`src/rtl/regfile_wb_arbiter.sv`:
```
// Two-requester writeback arbiter for the register file write port (we3/wa3/wd3).
// Optional read forwarding of the pending write is enabled with REGFILE_WB_FWD_EN.
module regfile_wb_arbiter #(
    parameter int DW      = 64,
    parameter int AW      = 5,
    parameter int DEPTH   = 2,
    parameter int ZR_ADDR = 31
) (
    input  logic          clk,
    input  logic          reset,
    // Valid/ready: a write transfers on a posedge where x_valid && x_ready.
    // x_ready depends only on FIFO occupancy (and reset), never on x_valid.
    input  logic          a_valid,
    output logic          a_ready,
    input  logic [AW-1:0] a_addr,
    input  logic [DW-1:0] a_data,
    input  logic          b_valid,
    output logic          b_ready,
    input  logic [AW-1:0] b_addr,
    input  logic [DW-1:0] b_data,
    output logic          we3,
    output logic [AW-1:0] wa3,
    output logic [DW-1:0] wd3,
`ifdef REGFILE_WB_FWD_EN
    input  logic [AW-1:0] ra1,
    input  logic [AW-1:0] ra2,
    input  logic [DW-1:0] rd1_in,
    input  logic [DW-1:0] rd2_in,
    output logic [DW-1:0] rd1,
    output logic [DW-1:0] rd2,
`endif
    output logic          busy,
    output logic [7:0]    drop_cnt
);

    localparam int PW = (DEPTH > 1) ? $clog2(DEPTH) : 1;
    localparam int EW = AW + DW;
    localparam logic [PW:0]   FULL_CNT = DEPTH[PW:0];
    localparam logic [PW:0]   C_ONE    = 1;
    localparam logic [PW-1:0] P_ONE    = 1;
    localparam logic [AW-1:0] ZR       = ZR_ADDR[AW-1:0];

    logic [EW-1:0] a_mem [DEPTH];
    logic [EW-1:0] b_mem [DEPTH];
    logic [PW-1:0] a_wp, a_rp, b_wp, b_rp;
    logic [PW:0]   a_cnt, b_cnt;
    logic          a_push, b_push, a_pop, b_pop;
    logic          a_ne, b_ne, a_full, b_full;
    logic          rr_favour_b;
    logic          pop;
    logic [EW-1:0] head;
    logic [AW-1:0] head_addr;
    logic [DW-1:0] head_data;

    assign a_full  = (a_cnt == FULL_CNT);
    assign b_full  = (b_cnt == FULL_CNT);
    assign a_ne    = (a_cnt != '0);
    assign b_ne    = (b_cnt != '0);
    assign a_ready = reset && !a_full;
    assign b_ready = reset && !b_full;
    assign a_push  = a_valid && a_ready;
    assign b_push  = b_valid && b_ready;

    // Only occupancy registered at the start of the cycle is arbitrated: no fall-through.
    assign a_pop     = a_ne && (!b_ne || !rr_favour_b);
    assign b_pop     = b_ne && !a_pop;
    assign pop       = a_pop || b_pop;
    assign head      = a_pop ? a_mem[a_rp] : b_mem[b_rp];
    assign head_addr = head[EW-1:DW];
    assign head_data = head[DW-1:0];

    assign busy = a_ne || b_ne || we3;

    always_ff @(posedge clk) begin
        if (a_push) a_mem[a_wp] <= {a_addr, a_data};
        if (b_push) b_mem[b_wp] <= {b_addr, b_data};
    end

    always_ff @(posedge clk or negedge reset) begin
        if (!reset) begin
            a_wp        <= '0;
            a_rp        <= '0;
            a_cnt       <= '0;
            b_wp        <= '0;
            b_rp        <= '0;
            b_cnt       <= '0;
            rr_favour_b <= 1'b0;
            we3         <= 1'b0;
            wa3         <= '0;
            wd3         <= '0;
            drop_cnt    <= '0;
        end else begin
            if (a_push) a_wp <= a_wp + P_ONE;
            if (a_pop)  a_rp <= a_rp + P_ONE;
            if (b_push) b_wp <= b_wp + P_ONE;
            if (b_pop)  b_rp <= b_rp + P_ONE;

            case ({a_push, a_pop})
                2'b10:   a_cnt <= a_cnt + C_ONE;
                2'b01:   a_cnt <= a_cnt - C_ONE;
                default: a_cnt <= a_cnt;
            endcase
            case ({b_push, b_pop})
                2'b10:   b_cnt <= b_cnt + C_ONE;
                2'b01:   b_cnt <= b_cnt - C_ONE;
                default: b_cnt <= b_cnt;
            endcase

            we3 <= 1'b0;
            if (pop) begin
                // After granting A, the next contested cycle goes to B, and vice versa.
                rr_favour_b <= a_pop;
                if (head_addr != ZR) begin
                    we3 <= 1'b1;
                    wa3 <= head_addr;
                    wd3 <= head_data;
                end else if (drop_cnt != 8'hFF) begin
                    drop_cnt <= drop_cnt + 8'd1;
                end
            end
        end
    end

`ifdef REGFILE_WB_FWD_EN
    // Covers a read in the same cycle as the pending register file write.
    assign rd1 = (we3 && (wa3 == ra1)) ? wd3 : rd1_in;
    assign rd2 = (we3 && (wa3 == ra2)) ? wd3 : rd2_in;
`endif

endmodule

```
`config.mk`:
```
export PLATFORM = sky130hd
export DESIGN_NAME = regfile_wb_arbiter
export DESIGN_NICKNAME = d
export VERILOG_FILES = /design/src/rtl/regfile_wb_arbiter.sv
export SDC_FILE = /design/constraint.sdc
export NUM_CORES = 1
export LEC_CHECK = 0
export ABC_AREA = 1
export BUFFER_PORTS_ARGS = -buffer_cell sky130_fd_sc_hd__buf_2
export CORE_MARGIN = 2
export CORE_UTILIZATION = 30
export CTS_CLUSTER_SIZE = 12
export DETAILED_ROUTE_END_ITERATION = 12
export GPL_TIMING_DRIVEN = 0
export SLEW_MARGIN = 20
export SYNTH_ARGS = -nofsm -noshare
export SYNTH_HDL_FRONTEND = slang
export SYNTH_SLANG_ARGS = --single-unit
```
`constraint.sdc`:
```
create_clock -name clk -period 4.3 [get_ports clk]
set_clock_uncertainty 0.1 [all_clocks]
set_input_delay 0.215 -clock clk [delete_from_list [all_inputs] [get_ports clk]]
set_output_delay 0.215 -clock clk [all_outputs]
set_load 0.02 [all_outputs]
```
==> results by group, run 1 <==
Yosys
  – Synth Cell Area: 0.01434 mm²
  – Synth Instances: 1228
  – Top cells by area, synth: edfxtp_1 (58%), dfrtp_1 (15%), nand2_1 (10%), a31oi_1 (2.8%), nand3_1 (2.7%)
  – Ys Warns: 0
  – Synth cell count leaders: nand2_1 (382), edfxtp_1 (276), dfrtp_1 (87)
  – Number of synthesized register bits: 363
  – Mapped Avg Cell Area: 11.68 µm²
  – Synth Flop Type: edfxtp_1
  – Mux share of post-synthesis cell area: 0%
  – Synth Area in Simple Gates: 15.49%
  – Synth Area in Adders: 0.2617%
  – Most frequent cell after synthesis: nand2_1
  – Syn Nets: 1373
  – Largest family of logic cells by synthesized area: simple AND/OR/NAND/NOR gates
  – Sequential-to-total area share from yosys stat: 72.96%
  – Most area-hungry cell type in the Yosys netlist: edfxtp_1
  – Area share of the largest cell type after synthesis: 57.78%
  – Xor/xnor share of the synthesized area: 0.7938%
  – Synth Area in Compound Gates: 5.714%
  – Number of flops mapped to enable cells by yosys: 276
  – Distinct cells, synth: 27
  – Asr flop ratio synth: 23.97%

Place
  – Routability cong.: 0.7836
  – IO Port Bufs: 222
  – HPWL Detailed: 28030 µm
  – Pre-CTS WS: 1.348 ns
  – Dpl cell area: 0.01657 mm²
  – Placed cells: 2078

Layout
  – Fin cells: 2293
  – Post-route cell area: 0.01918 mm²
  – Fraction of layout cells with a size suffix above 1: 20.23%
  – Final core occ: 40.43%
  – Area Growth Syn to Fin: 33.74%
  – Nets@finish: 1790

Hold path
  – Worst min path class: in -> async

Routing
  – WL/cell: 17.65 µm
  – Via count: 10.41k
  – Total Wirelength: 40470 µm
  – DRC viols: 0
  – Pre-antenna DRT Iters: 5
  – Antenna-violating nets left: 0
  – Vias/cell: 4.540
  – Iteration-0 DRC Markers: 595

Worst setup path
  – Worst r2r dst: a_cnt[1]
  – Worst path buffer plus inverter count: 4
  – CP Class: reg -> out
  – Worst stage delay on the critical path: 0.61 ns
  – CP required: 3.98 ns
  – Critical path origin: b_cnt[0]
  – Element type at the critical path end: output pin
  – Worst-path maximum fanout: 10
  – Setup crit end: busy
  – Depth of the worst register-to-register path: 9
  – WP depth: 7
  – Critical path's top delay family: buffers and inverters
  – Reg2Reg Launch Point: b_cnt[0]
  – Crit path DAT: 2.77 ns
  – CP Launch Type: register
  – Critical-path cell list: inv_1, nand2_1, inv_1, nand2_1, clkbuf_1, or2_2, buf_2
  – Slowest library cell on the worst path: clkbuf_1
  – R2R setup slack: 1.70 ns

Floorplan
  – Top Ports: 223
  – Full die area: 0.04958 mm²
  – Row cnt: 80
  – Starting density of the core: 30.23%
  – Die X-Extent: 222.7 µm
  – Die height: 222.7 µm
  – CORE AREA: 0.04745 mm²

Power and ir drop
  – Leakage: 7.978 nW
  – Maximum vdd drop: 0.3594 mV
  – Total power: 13.20 mW
  – PD cells: 688.1 mW/mm²

Clocking
  – Clk Latency, worst-skew pair: 0.56 ns
  – Post-CTS setup buffers: 0
  – CTS H-Tree Depth: 2
  – CTS clk-pin slew, worst paths: 0.06 ns
  – Clk sinks: 363
  – Num CTS Buffers: 40
  – Root Driver: clkbuf_16
  – Hold_buf cts: 140
  – CTS max path bufs: 3
  – Post_cts resized: 0
  – CTS tree: done

Timing
  – Fin crit period: 3.085 ns
  – Final setup viols: 0
  – Tcrit/Tclk final: 71.75%
  – Final Hold Fails: 0
  – RSZ-0062 raised after global routing: false
  – Setup ws final: 1.215 ns
  – Worst slew pin tran: 0.7726 ns
  – Slew margin rel.: 48.37%
  – Pins Over Slew Limit: 0
  – WHS: 0.04443 ns
  – Fmax achieved: 324.1 MHz
  – Setup_tns: 0 ns

Global routing
  – Overflow after GRT: 0
  – GRT Util Overall: 16.29%
  – First-pass GRT wire length: 60950 µm
  – Initial antenna violation count: 9
  – Vias in the first global route: 10.45k
  – Largest net degree at the start of global routing: 50

Outcome
  – Status: completed

Job
  – Max-cap violations: 0
## final cells by class
cell class              instances  area [µm²]
diodes                          2       5.005
plain buffers                  67       359.1
clock buffers                  62        1145
clock inverters                11       66.31
fillers                      4560       28260
inverters                      87       326.6
multi-input cells             711        3223
flip-flops and latches        363       10470
well taps                     615       769.5
repair buffers                375        2824
## routing by layer
metal / GRT usage [%] / up-vias / part of all wire [%]
met1: 20.91 / 5040 / 44
met5: 0 / - / 0.23
met3: 4.152 / 75 / 5.4
met2: 26.98 / 264 / 48
li1: - / 5017 / -
met4: 5.218 / 14 / 2.3
## sequential cells by signal (all words and copies together) (netlist names), 2 cells and up
register  count
a_cnt         2
wa3           5
a_mem       138
wd3          64
b_mem       138
drop_cnt      8
b_cnt         2
## worst min-delay path by stage
| stage | to | slack, ns | cells past startpoint |
|---|---|---|---|
| finish | drop_cnt[2] | 0.04 | 2 |
| global route | drop_cnt[1] | 0.05 | 2 |
| CTS | drop_cnt[1] | 0.03 | 2 |
| detailed placement | drop_cnt[2] | 0.07 | 1 |
| global placement | a_mem[0][49] | 0.30 | 1 |
| floorplan | a_cnt[0] | -0.18 | 0 |
## worst reg2reg max path: cells and delay by family (launching register included)
kind | cells | cell delay, ns
AOI/OAI and AO/OA | 3 | 0.45
xor gates and xnor gates | 1 | 0.16
adders and majority gates | 1 | 0.32
buffers and inverters | 3 | 0.85
DFF | 1 | 0.45
and+or+nand+nor | 1 | 0.16
## where the power goes
group	leakage (nW)	total (mW)	switching, mW	internal (mW)
sequential	3.55	4.92	0.330	4.59
clock	0.582	3.20	1.36	1.84
combinational	3.84	5.08	3.37	1.71
## placed cells by master, fill, tap and decap left out, types with 2 or more instances in the layout
cell type / synthesis / layout
nand3_1: 78 / 78
clkbuf_1: 33 / 50
diode_2: 0 / 2
edfxtp_1: 276 / 276
buf_12: 0 / 7
inv_1: 82 / 82
nor2_2: 2 / 2
o21ai_0: 71 / 71
ha_1: 3 / 3
buf_16: 0 / 6
a31oi_1: 64 / 64
nand4_1: 9 / 9
dlygate4sd3_1: 0 / 140
nor2_4: 0 / 4
nor2_1: 77 / 73
nand2_2: 2 / 2
inv_2: 5 / 5
buf_6: 9 / 10
a21oi_1: 4 / 4
clkbuf_8: 0 / 4
clkinv_2: 0 / 2
xor2_1: 11 / 11
dfrtp_1: 87 / 87
clkbuf_16: 0 / 41
inv_6: 0 / 3
xnor2_1: 2 / 2
nand2_1: 382 / 382
clkinvlp_4: 0 / 2
clkinv_1: 0 / 4
buf_4: 4 / 4
buf_2: 20 / 241
## kinds of logic after synthesis
group | after synthesis
flops | 363
simple gates | 553
compound gates | 142
xor+xnor | 13
buf+inv | 154
fa+ha+maj | 3
(Power assumes the default switching activity.)
==> run 2: changes to the inputs <==
==> constraint.sdc (replaced) <==
create_clock -name clk -period 2.5 [get_ports clk]
set_clock_uncertainty 0.1 [all_clocks]
set_input_delay 0.125 -clock clk [delete_from_list [all_inputs] [get_ports clk]]
set_output_delay 0.125 -clock clk [all_outputs]
set_load 0.02 [all_outputs]
==> results by group, run 2 (synthesized netlist as in run 1, its figures left out) <==
Worst setup path
  – Worst path buffer plus inverter count: 4
  – Crit path DAT: 2.68 ns
  – Element type at the critical path end: register
  – Critical-path cell list: nor2_4, inv_2, nand2_4, inv_2, buf_6, buf_6, nor2_1, ha_1, a21oi_1, o21ai_0, xor2_1
  – CP required: 2.83 ns
  – Slowest library cell on the worst path: dfrtp_1
  – CP Launch Type: register
  – Worst-path maximum fanout: 10
  – CP Class: reg -> reg
  – Worst stage delay on the critical path: 0.45 ns
  – Critical path's top delay family: buffers and inverters

Layout
  – Area Growth Syn to Fin: 36.26%
  – Filler cell count in the final layout: 4501
  – Fraction of layout cells with a size suffix above 1: 21.58%
  – Biggest regs: a_mem x138, b_mem x138, wd3 x64
  – Nets@finish: 1803
  – Storage element area: 0.01047 mm²
  – Most common cell after layout, fill and taps aside: nand2_1
  – Multi-input gate area: 0.003263 mm²
  – Final core occ: 41.19%
  – Most frequent cells in the layout: nand2_1 (379), edfxtp_1 (276), buf_2 (238), dlygate4sd3_1 (142), dfrtp_1 (87)

Timing
  – Worst slew pin tran: 0.6298 ns
  – Final setup viols: 0
  – Pins Over Slew Limit: 0
  – WHS: 0.1859 ns
  – Slew margin rel.: 58.01%
  – Tcrit/Tclk final: 93.71%
  – Setup ws final: 0.1572 ns
  – Final Hold Fails: 0
  – Fmax achieved: 426.8 MHz
  – Setup_tns: 0 ns
  – RSZ-0062 raised after global routing: false
  – Fin crit period: 2.343 ns

Clocking
  – CTS H-Tree Depth: 2
  – CTS max path bufs: 3
  – Clk sinks: 363
  – Root Driver: clkbuf_16
  – Num CTS Buffers: 42
  – Clk Latency, worst-skew pair: 0.56 ns
  – CTS tree: done
  – CTS clk-pin slew, worst paths: 0.06 ns

Power and ir drop
  – Sequential share of power: 36.5%
  – Clock share of power: 25.1%
  – Maximum vdd drop: 0.6993 mV
  – Total power: 23.17 mW
  – Sw Ratio: 38.24%
  – PD cells: 1185 mW/mm²
  – Combinational share of power: 38.4%
  – P_sw: 8.860 mW
  – Internal: 14.31 mW
  – Leakage: 8.164 nW

Floorplan
  – Starting density of the core: 30.23%
  – Top Ports: 223
  – Die height: 222.7 µm
  – CORE AREA: 0.04745 mm²
  – Full die area: 0.04958 mm²
  – Row cnt: 80
  – Die X-Extent: 222.7 µm

Global routing
  – Largest net degree at the start of global routing: 57
  – Initial antenna violation count: 7
  – Vias in the first global route: 10.51k
  – Overflow after GRT: 0
  – GRT Util Overall: 16.25%
  – First-pass GRT wire length: 60930 µm

Place
  – HPWL Detailed: 27410 µm
  – Routability cong.: 0.7778
  – Pre-CTS WS: -0.3232 ns
  – IO Port Bufs: 222

Routing
  – Antenna-violating nets left: 0
  – DRC viols: 0
  – Pre-antenna DRT Iters: 5
  – Iteration-0 DRC Markers: 617
  – Total Wirelength: 40200 µm
  – Via count: 10.33k
  – Vias/cell: 4.466
  – WL/cell: 17.39 µm

Job
  – Max-cap violations: 0

Hold path
  – Worst min path class: in -> reg

Outcome
  – Status: completed
run 2: cell count changes in the layout (fill, tap and decap cells not counted), moves of 4 or more:
cell | previous run | this run
clkbuf_1 | 50 | 45
diode_2 | 2 | 6
clkinv_2 | 2 | 8
buf_12 | 7 | 16
run 2: timing repair:
action                                  4_1_cts  5_1_grt
gates cloned                                  0        0
resized for setup                             9        2
endpoints found under the hold margin       376        0
pin swaps                                     0        2
hold buffers                                150        0
endpoints found under the setup margin       80       54
setup buffers                                 0        2
run 2: worst paths after layout:
path	start	to	slack, ns	cells past startpoint
setup / recovery	a_cnt[0]	b_cnt[1]	0.16	11
setup reg to reg	a_cnt[0]	b_cnt[1]	0.16	11
max in group asynchronous	reset	wd3[32]	1.37	9
hold reg to reg	wd3[23]	wd3[23]	0.36	2
min in group asynchronous	reset	wd3[4]	0.57	9
hold / removal	b_data[3]	b_mem[0][3]	0.19	2
run 2: layout make-up:
| type | count | share of cell area (%) |
|---|---|---|
| diodes | 6 | 0.07682 |
| flip-flops and latches | 363 | 53.54 |
| inverters | 87 | 1.671 |
| multi-input cells | 711 | 16.70 |
| clock buffers | 61 | 6.165 |
| clock inverters | 16 | 0.5057 |
| well taps | 615 | 3.937 |
| plain buffers | 66 | 1.895 |
| repair buffers | 387 | 15.51 |
run 2: metal layers:
layer  track usage, %  wire, µm  vias up
met5                0        28        -
met4            6.365      1163        6
met3            3.094      1863       74
met2            28.22     19850      262
met1            19.97     17290     4934
li1                 -         -     5049
run 2: stage by stage:
stage | cell area, µm² | std cells
2_1_floorplan | 14390 | 1228
3_3_place_gp | 16270 | 2065
3_5_place_dp | 16580 | 2078
4_1_cts | 19490 | 2304
5_1_grt | 19540 | 2310
6_report | 19550 | 2312
run 2: power groups by stage:
stage | Clock, mW | Sequential, mW | Combinational, mW
6_report | 5.81 | 8.47 | 8.90
5_1_grt | 6.18 | 8.59 | 9.98
4_1_cts | 5.98 | 8.46 | 9.02
3_5_place_dp | 0 | 8.57 | 8.72
3_3_place_gp | 0 | 8.58 | 8.41
2_1_floorplan | 0 | 9.24 | 4.83
==> run 3: changes to the inputs <==
--- a/config.mk
+++ b/config.mk
@@ -5,7 +5,6 @@
 export SDC_FILE = /design/constraint.sdc
 export NUM_CORES = 1
 export LEC_CHECK = 0
-export ABC_AREA = 1
 export BUFFER_PORTS_ARGS = -buffer_cell sky130_fd_sc_hd__buf_2
 export CORE_MARGIN = 2
 export CORE_UTILIZATION = 30
==> results by group, run 3 <==
Yosys
  – Largest family of logic cells by synthesized area: multiplexers
  – Most area-hungry cell type in the Yosys netlist: edfxtp_1
  – Synth Flop Type: edfxtp_1
  – Xor/xnor share of the synthesized area: 0.9218%
  – Distinct cells, synth: 42
  – Synth Area in Adders: 0.2634%
  – Syn Nets: 972
  – Synth cell count leaders: edfxtp_1 (276), dfrtp_1 (87), mux2i_1 (71)
  – Area share of the largest cell type after synthesis: 58.15%
  – Sequential-to-total area share from yosys stat: 73.43%
  – Synth Instances: 827
  – Asr flop ratio synth: 23.97%
  – Number of flops mapped to enable cells by yosys: 276
  – Top cells by area, synth: edfxtp_1 (58%), dfrtp_1 (15%), mux2_4 (6.8%), mux2i_1 (5.0%), a211oi_1 (3.4%)
  – Ys Warns: 0
  – Synth Cell Area: 0.01425 mm²
  – Most frequent cell after synthesis: edfxtp_1
  – Mapped Avg Cell Area: 17.23 µm²
  – Number of synthesized register bits: 363
  – Mux share of post-synthesis cell area: 12.31%
  – Synth Area in Compound Gates: 6.654%
  – Synth Area in Simple Gates: 4.574%

Floorplan
  – Row cnt: 79
  – Full die area: 0.04927 mm²
  – CORE AREA: 0.04675 mm²
  – Starting density of the core: 30.48%
  – Top Ports: 223
  – Die height: 222.0 µm
  – Die X-Extent: 222.0 µm

Timing
  – Setup_tns: 0 ns
  – Tcrit/Tclk final: 95.17%
  – Final Hold Fails: 0
  – Worst slew pin tran: 0.9586 ns
  – Slew margin rel.: 36.09%
  – Fmax achieved: 420.3 MHz
  – Pins Over Slew Limit: 0
  – RSZ-0062 raised after global routing: false
  – Fin crit period: 2.379 ns
  – Final setup viols: 0

Power and ir drop
  – P_sw: 8.224 mW
  – Combinational share of power: 38.4%
  – Internal: 15.74 mW
  – Maximum vdd drop: 0.6043 mV
  – Sequential share of power: 35.4%
  – Clock share of power: 26.2%
  – Leakage: 7.647 nW
  – PD cells: 1230 mW/mm²
  – Sw Ratio: 34.32%

Clocking
  – Clk sinks: 363
  – CTS max path bufs: 3
  – Num CTS Buffers: 42
  – Root Driver: clkbuf_16
  – Clk Latency, worst-skew pair: 0.57 ns
  – CTS clk-pin slew, worst paths: 0.06 ns
  – CTS tree: done
  – CTS H-Tree Depth: 2

Outcome
  – Status: completed

Layout
  – Final core occ: 41.68%
  – Fin cells: 1897
  – Fraction of layout cells with a size suffix above 1: 33.02%
  – Area Growth Syn to Fin: 36.73%
  – Nets@finish: 1399
  – Biggest regs: a_mem x138, b_mem x138, wd3 x64
  – Most frequent cells in the layout: edfxtp_1 (276), buf_2 (229), dlygate4sd3_1 (142), dfrtp_1 (87), mux2i_1 (66)
  – Most common cell after layout, fill and taps aside: edfxtp_1

Worst setup path
  – CP Class: reg -> reg
  – Slowest library cell on the worst path: dfrtp_1
  – Worst stage delay on the critical path: 0.37 ns
  – CP most frequent cell: clkbuf_2
  – CP required: 2.83 ns
  – CP Launch Type: register
  – Crit path DAT: 2.71 ns
  – Worst-path maximum fanout: 10
  – Critical-path cell list: buf_6, buf_2, clkbuf_2, clkbuf_2, a211oi_1, a21oi_1, mux2_4
  – Element type at the critical path end: register

Routing
  – Pre-antenna DRT Iters: 4
  – DRC viols: 0
  – Iteration-0 DRC Markers: 394
  – WL/cell: 20.46 µm
  – Via count: 8736
  – Total Wirelength: 38800 µm
  – Antenna-violating nets left: 0
  – Vias/cell: 4.605

Global routing
  – GRT Util Overall: 15.91%
  – Largest net degree at the start of global routing: 62
  – Initial antenna violation count: 4
  – Vias in the first global route: 9558
  – Overflow after GRT: 0
  – First-pass GRT wire length: 58580 µm

Job
  – Max-cap violations: 0

Place
  – HPWL Detailed: 24460 µm
  – IO Port Bufs: 222
  – Placed cells: 1667
  – Routability cong.: 0.7409

Hold path
  – Worst min path class: in -> reg
run 3: metrics by stage:
step	hold WS, ns	worst slack [ns]	area (µm²)	power, mW
after floorplan	-0.2706	0.01495	14300	14.57
after global placement	0.2135	-2.800	16170	17.38
after detailed placement	-0.05938	-0.4921	16410	17.63
after CTS	0.1346	0.01055	19450	24.30
after global routing	0.1628	0.004631	19480	25.28
final	0.1815	0.1207	19490	23.97
run 3: area by class of cell:
| class | count | area [µm²] |
|---|---|---|
| Timing Repair Buffer | 383 | 2929 |
| Clock inverter | 19 | 222.7 |
| Antenna cell | 3 | 7.507 |
| Multi-Input combinational cell | 415 | 3610 |
| Clock buffer | 58 | 1204 |
| Inverter | 3 | 11.26 |
| Sequential cell | 363 | 10470 |
| Tap cell | 607 | 759.5 |
| Fill cell | 4221 | 27270 |
| Buffer | 46 | 279.0 |
run 3: power groups by stage:
stage               registers (mW)  clock network [mW]  logic [mW]
floorplan                     9.23                   0        5.34
global placement              8.60                   0        8.78
detailed placement            8.58                   0        9.05
CTS                           8.49                6.46        9.35
global route                  8.62                6.67        10.0
finish                        8.49                6.28        9.20
run 3: routing by layer:
metal | vias to the layer above | part of all wire [%] | track usage [%]
met5 | - | 0.046 | 0
li1 | 4035 | - | -
met2 | 220 | 49 | 27.09
met3 | 62 | 4.5 | 3.326
met4 | 4 | 2.3 | 5.100
met1 | 4415 | 44 | 20.26
run 3: cells by family (layout without fill, tap and decap cells):
group / after synthesis / after routing
compound gates: 145 / 145
simple gates: 110 / 110
other cells: 0 / 3
xor+xnor: 15 / 15
buf+inv: 49 / 509
flops: 363 / 363
mux: 142 / 142
fa+ha+maj: 3 / 3
run 3: worst paths after layout:
kind,startpoint,to,slack (ns),cells after the start
min,b_data[59],b_mem[0][59],0.18,2
max,a_rp,wd3[45],0.12,7
min reg2reg,wd3[2],wd3[2],0.40,1
max in group asynchronous,reset,wd3[7],1.32,8
max reg2reg,a_rp,wd3[45],0.12,7
min in group asynchronous,reset,wd3[60],0.48,8
run 3: timing repair:
action / CTS / global route
pin swaps: 0 / 1
hold endpoints to repair: 366 / 0
hold buffers: 149 / 0
gates resized for setup: 19 / 8
endpoints found under the setup margin: 68 / 65
buffers inserted: 0 / 1
run 3: worst max-delay path, delay by kind of cell, from the launching register on:
family	cells	cell delay, ns
mux	1	0.27
compound gates	2	0.41
buf+inv	4	1.09
flops	1	0.37
